### config.mk
export PLATFORM = sky130hd
export DESIGN_NAME = uart_tx_arbiter
export DESIGN_NICKNAME = d
export VERILOG_FILES = /design/src/rtl/bitty_pkg.sv /design/src/rtl/rr_priority_pick.sv /design/src/rtl/uart_tx_arbiter.sv
export SDC_FILE = /design/constraint.sdc
export NUM_CORES = 1
export LEC_CHECK = 0
export ABC_AREA = 1
export CAP_MARGIN = 20
export CORE_MARGIN = 2
export CORE_UTILIZATION = 43
export CTS_BUF_LIST = sky130_fd_sc_hd__clkbuf_2 sky130_fd_sc_hd__clkbuf_4 sky130_fd_sc_hd__clkbuf_8
export CTS_CLUSTER_SIZE = 20
export DETAILED_ROUTE_END_ITERATION = 7
export MAX_ROUTING_LAYER = met4
export PLACE_DENSITY_LB_ADDON = 0.15
export SLEW_MARGIN = 10
export SYNTH_ARGS = -nofsm -noshare
export SYNTH_HDL_FRONTEND = slang
export SYNTH_SLANG_ARGS = --single-unit
### constraint.sdc
create_clock -name clk -period 1.5 [get_ports clk]
set_input_delay 0.3 -clock clk [delete_from_list [all_inputs] [get_ports clk]]
set_output_delay 0.3 -clock clk [all_outputs]
set_load 0.02 [all_outputs]
### src/rtl/bitty_pkg.sv
// ---------------------------------------------------------------------------
// bitty_pkg
// Shared definitions for the bitty system blocks.
//   arb_state_t : state encoding of the UART transmit arbiter
//   REQ_FETCH   : requester index of the instruction-fetch unit
//   REQ_BITTY   : requester index of the bitty core store/print path
//   onehot_to_idx : converts a one-hot vector (up to 8 bits) to its index
// ---------------------------------------------------------------------------
package bitty_pkg;

    typedef enum logic [1:0] {
        ARB_IDLE    = 2'd0,
        ARB_ISSUE   = 2'd1,
        ARB_WAIT    = 2'd2,
        ARB_RELEASE = 2'd3
    } arb_state_t;

    localparam int REQ_FETCH = 0;
    localparam int REQ_BITTY = 1;

    // A zero vector maps to index 0; callers only use this on a valid grant.
    function automatic logic [2:0] onehot_to_idx(input logic [7:0] oh);
        logic [2:0] idx;
        idx = 3'd0;
        for (int i = 0; i < 8; i++) begin
            if (oh[i]) begin
                idx = 3'(i);
            end
        end
        return idx;
    endfunction

endpackage

### src/rtl/rr_priority_pick.sv
// ---------------------------------------------------------------------------
// rr_priority_pick
// Combinational round-robin selector. Returns the first set request bit found
// when searching upward from rr_ptr, wrapping past the top back to index 0.
// Ports:
//   req    in  NUM_REQ  request vector
//   rr_ptr in  PTR_W    index with the highest priority this round
//   winner out NUM_REQ  one-hot winner, all zero when req is zero
// ---------------------------------------------------------------------------
module rr_priority_pick #(
    parameter int NUM_REQ = 2,
    localparam int PTR_W  = $clog2(NUM_REQ)
) (
    input  logic [NUM_REQ-1:0] req,
    input  logic [PTR_W-1:0]   rr_ptr,
    output logic [NUM_REQ-1:0] winner
);

    logic [NUM_REQ-1:0] req_rot;
    logic [NUM_REQ-1:0] pick_rot;

    // Rotate requests so rr_ptr lands on bit 0, isolate the lowest set bit
    // with x & -x, then rotate the one-hot result back into place.
    always_comb begin
        req_rot  = NUM_REQ'({req, req} >> rr_ptr);
        pick_rot = req_rot & (~req_rot + NUM_REQ'(1));
        winner   = NUM_REQ'(({pick_rot, pick_rot} << rr_ptr) >> NUM_REQ);
    end

endmodule

### src/rtl/uart_tx_arbiter.sv
// ---------------------------------------------------------------------------
// uart_tx_arbiter
// Round-robin owner of the single UART transmitter. One requester at a time
// is granted the transmitter for one byte; the grant is held until the UART
// reports tx_done, then the owner receives a one-cycle done_out pulse.
// Optional watchdog: define UART_TX_ARB_TIMEOUT_EN to abandon a transfer
// after TIMEOUT_CYCLES cycles in WAIT and raise a sticky timeout_err.
// Ports:
//   clk         in  system clock
//   reset       in  synchronous, active-high reset
//   req         in  per-requester level request, held until done_out
//   req_data    in  packed bytes, requester i at [i*DATA_W +: DATA_W]
//   grant       out one-hot current owner, zero when idle
//   done_out    out one-cycle completion pulse to the owner
//   tx_en       out one-cycle start pulse to uart_module
//   tx_data     out byte presented to uart_module
//   tx_done     in  UART transmit-complete pulse
//   busy        out high whenever the arbiter is not idle
//   timeout_err out sticky watchdog flag (0 without the watchdog)
// ---------------------------------------------------------------------------
module uart_tx_arbiter
    import bitty_pkg::*;
#(
    parameter int NUM_REQ        = 2,
    parameter int DATA_W         = 8,
    parameter int TIMEOUT_CYCLES = 65535
) (
    input  logic                      clk,
    input  logic                      reset,
    input  logic [NUM_REQ-1:0]        req,
    input  logic [NUM_REQ*DATA_W-1:0] req_data,
    output logic [NUM_REQ-1:0]        grant,
    output logic [NUM_REQ-1:0]        done_out,
    output logic                      tx_en,
    output logic [DATA_W-1:0]         tx_data,
    input  logic                      tx_done,
    output logic                      busy,
    output logic                      timeout_err
);

    localparam int PTR_W = $clog2(NUM_REQ);

    if (NUM_REQ <= REQ_BITTY || NUM_REQ > 8) begin : g_bad_num_req
        $error("uart_tx_arbiter: NUM_REQ must be between 2 and 8");
    end
    if (TIMEOUT_CYCLES < 1 || TIMEOUT_CYCLES > 65535) begin : g_bad_timeout
        $error("uart_tx_arbiter: TIMEOUT_CYCLES must fit the 16-bit watchdog");
    end

    arb_state_t          state, state_nxt;
    logic [NUM_REQ-1:0]  winner;
    logic [NUM_REQ-1:0]  grant_nxt, done_nxt;
    logic                tx_en_nxt, busy_nxt;
    logic [DATA_W-1:0]   tx_data_nxt, win_data;
    logic [PTR_W-1:0]    rr_ptr, rr_ptr_nxt, owner_ptr;
    logic [7:0]          grant_ext;
    logic [2:0]          owner_idx;

    rr_priority_pick #(
        .NUM_REQ (NUM_REQ)
    ) u_pick (
        .req    (req),
        .rr_ptr (rr_ptr),
        .winner (winner)
    );

    // Byte of the winning requester, selected by OR-folding under the one-hot.
    always_comb begin
        win_data = '0;
        for (int i = 0; i < NUM_REQ; i++) begin
            if (winner[i]) begin
                win_data = win_data | req_data[i*DATA_W +: DATA_W];
            end
        end
    end

    // Next round starts just above the current owner, wrapping at NUM_REQ.
    always_comb begin
        grant_ext                = '0;
        grant_ext[NUM_REQ-1:0]   = grant;
        owner_idx                = onehot_to_idx(grant_ext);
        owner_ptr                = (owner_idx == 3'(NUM_REQ-1)) ? '0
                                                                : PTR_W'(owner_idx + 3'd1);
    end

`ifdef UART_TX_ARB_TIMEOUT_EN
    localparam logic [15:0] WD_LAST = 16'(TIMEOUT_CYCLES - 1);
    logic [15:0] wd_cnt, wd_cnt_nxt;
    logic        timeout_nxt;
`endif

    // Next-state and next-output logic; every output is registered below.
    always_comb begin
        state_nxt   = state;
        grant_nxt   = grant;
        done_nxt    = '0;
        tx_en_nxt   = 1'b0;
        tx_data_nxt = tx_data;
        rr_ptr_nxt  = rr_ptr;
`ifdef UART_TX_ARB_TIMEOUT_EN
        wd_cnt_nxt  = wd_cnt;
        timeout_nxt = timeout_err;
`endif
        case (state)
            ARB_IDLE: begin
                if (|req) begin
                    grant_nxt   = winner;
                    tx_data_nxt = win_data;
                    tx_en_nxt   = 1'b1;
                    state_nxt   = ARB_ISSUE;
                end
            end
            ARB_ISSUE: begin
                state_nxt = ARB_WAIT;
`ifdef UART_TX_ARB_TIMEOUT_EN
                wd_cnt_nxt = '0;
`endif
            end
            ARB_WAIT: begin
                if (tx_done) begin
                    done_nxt   = grant;
                    grant_nxt  = '0;
                    rr_ptr_nxt = owner_ptr;
                    state_nxt  = ARB_RELEASE;
                end
`ifdef UART_TX_ARB_TIMEOUT_EN
                // Abandon the byte silently; the pointer still advances so a
                // stuck UART cannot pin priority on one requester.
                else if (wd_cnt == WD_LAST) begin
                    grant_nxt   = '0;
                    rr_ptr_nxt  = owner_ptr;
                    timeout_nxt = 1'b1;
                    state_nxt   = ARB_RELEASE;
                end else begin
                    wd_cnt_nxt = wd_cnt + 16'd1;
                end
`endif
            end
            ARB_RELEASE: begin
                state_nxt = ARB_IDLE;
            end
            default: begin
                state_nxt = ARB_IDLE;
            end
        endcase
        busy_nxt = (state_nxt != ARB_IDLE);
    end

    // State and output registers.
    always_ff @(posedge clk) begin
        if (reset) begin
            state    <= ARB_IDLE;
            grant    <= '0;
            done_out <= '0;
            tx_en    <= 1'b0;
            tx_data  <= '0;
            busy     <= 1'b0;
            rr_ptr   <= PTR_W'(REQ_FETCH);
        end else begin
            state    <= state_nxt;
            grant    <= grant_nxt;
            done_out <= done_nxt;
            tx_en    <= tx_en_nxt;
            tx_data  <= tx_data_nxt;
            busy     <= busy_nxt;
            rr_ptr   <= rr_ptr_nxt;
        end
    end

`ifdef UART_TX_ARB_TIMEOUT_EN
    // Watchdog counter and sticky error flag.
    always_ff @(posedge clk) begin
        if (reset) begin
            wd_cnt      <= '0;
            timeout_err <= 1'b0;
        end else begin
            wd_cnt      <= wd_cnt_nxt;
            timeout_err <= timeout_nxt;
        end
    end
`else
    assign timeout_err = 1'b0;
`endif

endmodule

==> out/results.ini <==
[detailed_routing]
first_iter_violations = 7
drtPass1Iterations = 4
wl_per_cell_um = 10.4
ant_nets = 0
drc_errors = 0
finalWirelength_mm = 1.95
via_per_inst = 4.50
dr_total_vias = 842

[global_route]
grt_pass1_wl_mm = 3.30
grt_max_degree = 17
grt_overflow_total = 0
grt_pass1_vias = 766
track_usage_pct = 18.1
antenna_found_initial = 0

[worst_hold_path]
hp-class = flop to flop

[cts]
hold_buffers = 0
clk_pin_slew_ns = 0.10
clockRootBuffer = clkbuf_4
numCtsBuffers = 3
clkLatencyLatePin_ns = 0.29
cts_sinks = 17
cts.path.max_buffers = 2
htreeDepth = 1
cts_tree = yes

[sta]
fin_crit_ns = 1.31
slew_violations = 0
finalSetupViolations = 0
fmax_mhz = 763
skew_ns = 0.00276
whs_ns = 0.452
rsz0062_at_grt = no
finalHoldViolations = 0
fin_tns_setup_ns = 0
min_period_over_period_pct = 87.4

[finish]
area_growth_pct = 42.9
stdcell_area_mm2 = 0.00125
layout-drive-gt1-share_pct = 13.1
final_util_pct = 64.4
diodes = 0
layout.nets = 185

[yosys]
synthCells = 122
ys.flop_type = dfxtp_1
syn_nets = 146
yosysWarnings = 0
yosysTopAreaCell = dfxtp_1
synth_most_common_cell = nand2_1
yosysSeqAreaShare_pct = 38.9
synth_edf_count = 0
ys_async_sr_fraction_pct = 0
synth_area_leaders = dfxtp_1 39%, nand2_1 13%, nand3_1 9.1%
synth.top_cells.by_count = 30 x nand2_1, 17 x dfxtp_1, 16 x inv_1, 16 x nand3_1, 14 x nor2_1
synth_cell_types = 22
syn_area_um2 = 876
ys_ff_latch = 17
netlist.area_leader.share_pct = 38.9
synth_area_per_cell_um2 = 7.18

[place]
portBuffers = 34
gp_congestion = 0.732
dpl_cell_area_mm2 = 0.00124
dpl.hpwl_mm = 1.49

[die]
coreArea_mm2 = 0.00194
fp.dieH_um = 49.1
die_x_um = 49.1
rows = 16
initial_core_util_pct = 45.1
design.portCount = 36
die-area_mm2 = 0.00241

[setup_path]
criticalPathCategory = flop to flop
cp_data_arrival_time_ns = 1.51
worstPathMaxFanout = 16
end_kind = flop
startpoint_type = flop
cp_data_required_time_ns = 1.70

[pwr]
power.total_w = 0.00154
vdd.ir_drop.worst_mv = 0.673
power_density_mw_per_mm2 = 1230
p_leak_nw = 0.661

[job]
maxCapViolCount = 0

[outcome]
status = complete, no violations

==> cells by family (layout without fill, tap and decap cells) <==
logic type | after synthesis | count (layout) | share of synthesized area [%]
AND/OR/NAND/NOR | 72 | 72 | 39.1
buffers and inverters | 23 | 61 | 12.6
flip-flops | 17 | 17 | 38.9
AO/OA/AOI/OAI | 6 | 6 | 4.71
adder cells (fa/ha/maj) | 3 | 3 | 4.29
other | 1 | 1 | 0.428
==> power by group <==
group	switching [W]	total (W)	internal, W
clock	0.000149	0.000248	0.0000990
combinational	0.000416	0.000699	0.000283
sequential	0.0000433	0.000593	0.000550
==> cells in the final DEF, fill, tap and decap left out, drive strengths merged <==
cell type      instances
a21oi                  3
buf                    4
clkbuf                 3
clkdlybuf4s50         20
clkinv                 1
conb                   1
dfxtp                 17
dlygate4sd2           14
ha                     3
inv                   19
nand2                 31
nand3                 18
nor2                  20
nor3                   3
o21ai                  3
==> flip-flops by register name (all words and copies together) (netlist names) <==
register	cells
tx_en	1
state	2
busy	1
tx_data	8
grant	2
done_out	2
rr_ptr	1
==> critical path: stages (launching register included) <==
cell     delay [ns]
dfxtp_1        0.32
inv_1          0.11
ha_1           0.22
inv_2          0.08
nor2_8         0.25
nand3_1        0.12
nand2_1        0.08
inv_1          0.04
==> repair_timing <==
item	4_1_cts	5_1_grt
setup endpoints to repair	14	0
setup buffers	0	0
hold endpoints to repair	0	0
resized for setup	14	0
==> metal layers <==
metal	track usage [%]	up-vias	part of all wire [%]
li1	-	447	-
met1	18.8	374	41
met2	32.9	19	53
met4	7.14	0	0.72
met3	3.68	2	5.1
met5	-	-	0
==> final timing paths <==
kind / from / to / slack, ns / cells after the start
max: state[0] / tx_data[6] / 0.19 / 7
min: grant[0] / done_out[0] / 0.45 / 2
max reg2reg: state[0] / tx_data[6] / 0.19 / 7
min reg2reg: grant[0] / done_out[0] / 0.45 / 2
==> metrics by stage <==
| stage | setup WS [ns] | std cells |
|---|---|---|
| floorplan | 0.308 | 122 |
| global placement | -0.0560 | 183 |
| detailed placement | -0.104 | 183 |
| CTS | 0.164 | 187 |
| global route | 0.0535 | 187 |
| finish | 0.190 | 187 |
==> cell type report <==
class	instances	area (um^2)
clock buffer	3	22.5
clock inverter	1	5.00
fill	186	691
inverter	19	71.3
multi-input combinational	82	425
sequential	17	340
tap	27	33.8
timing repair buffer	38	353
Note: power is estimated with default switching activity, not from simulation.
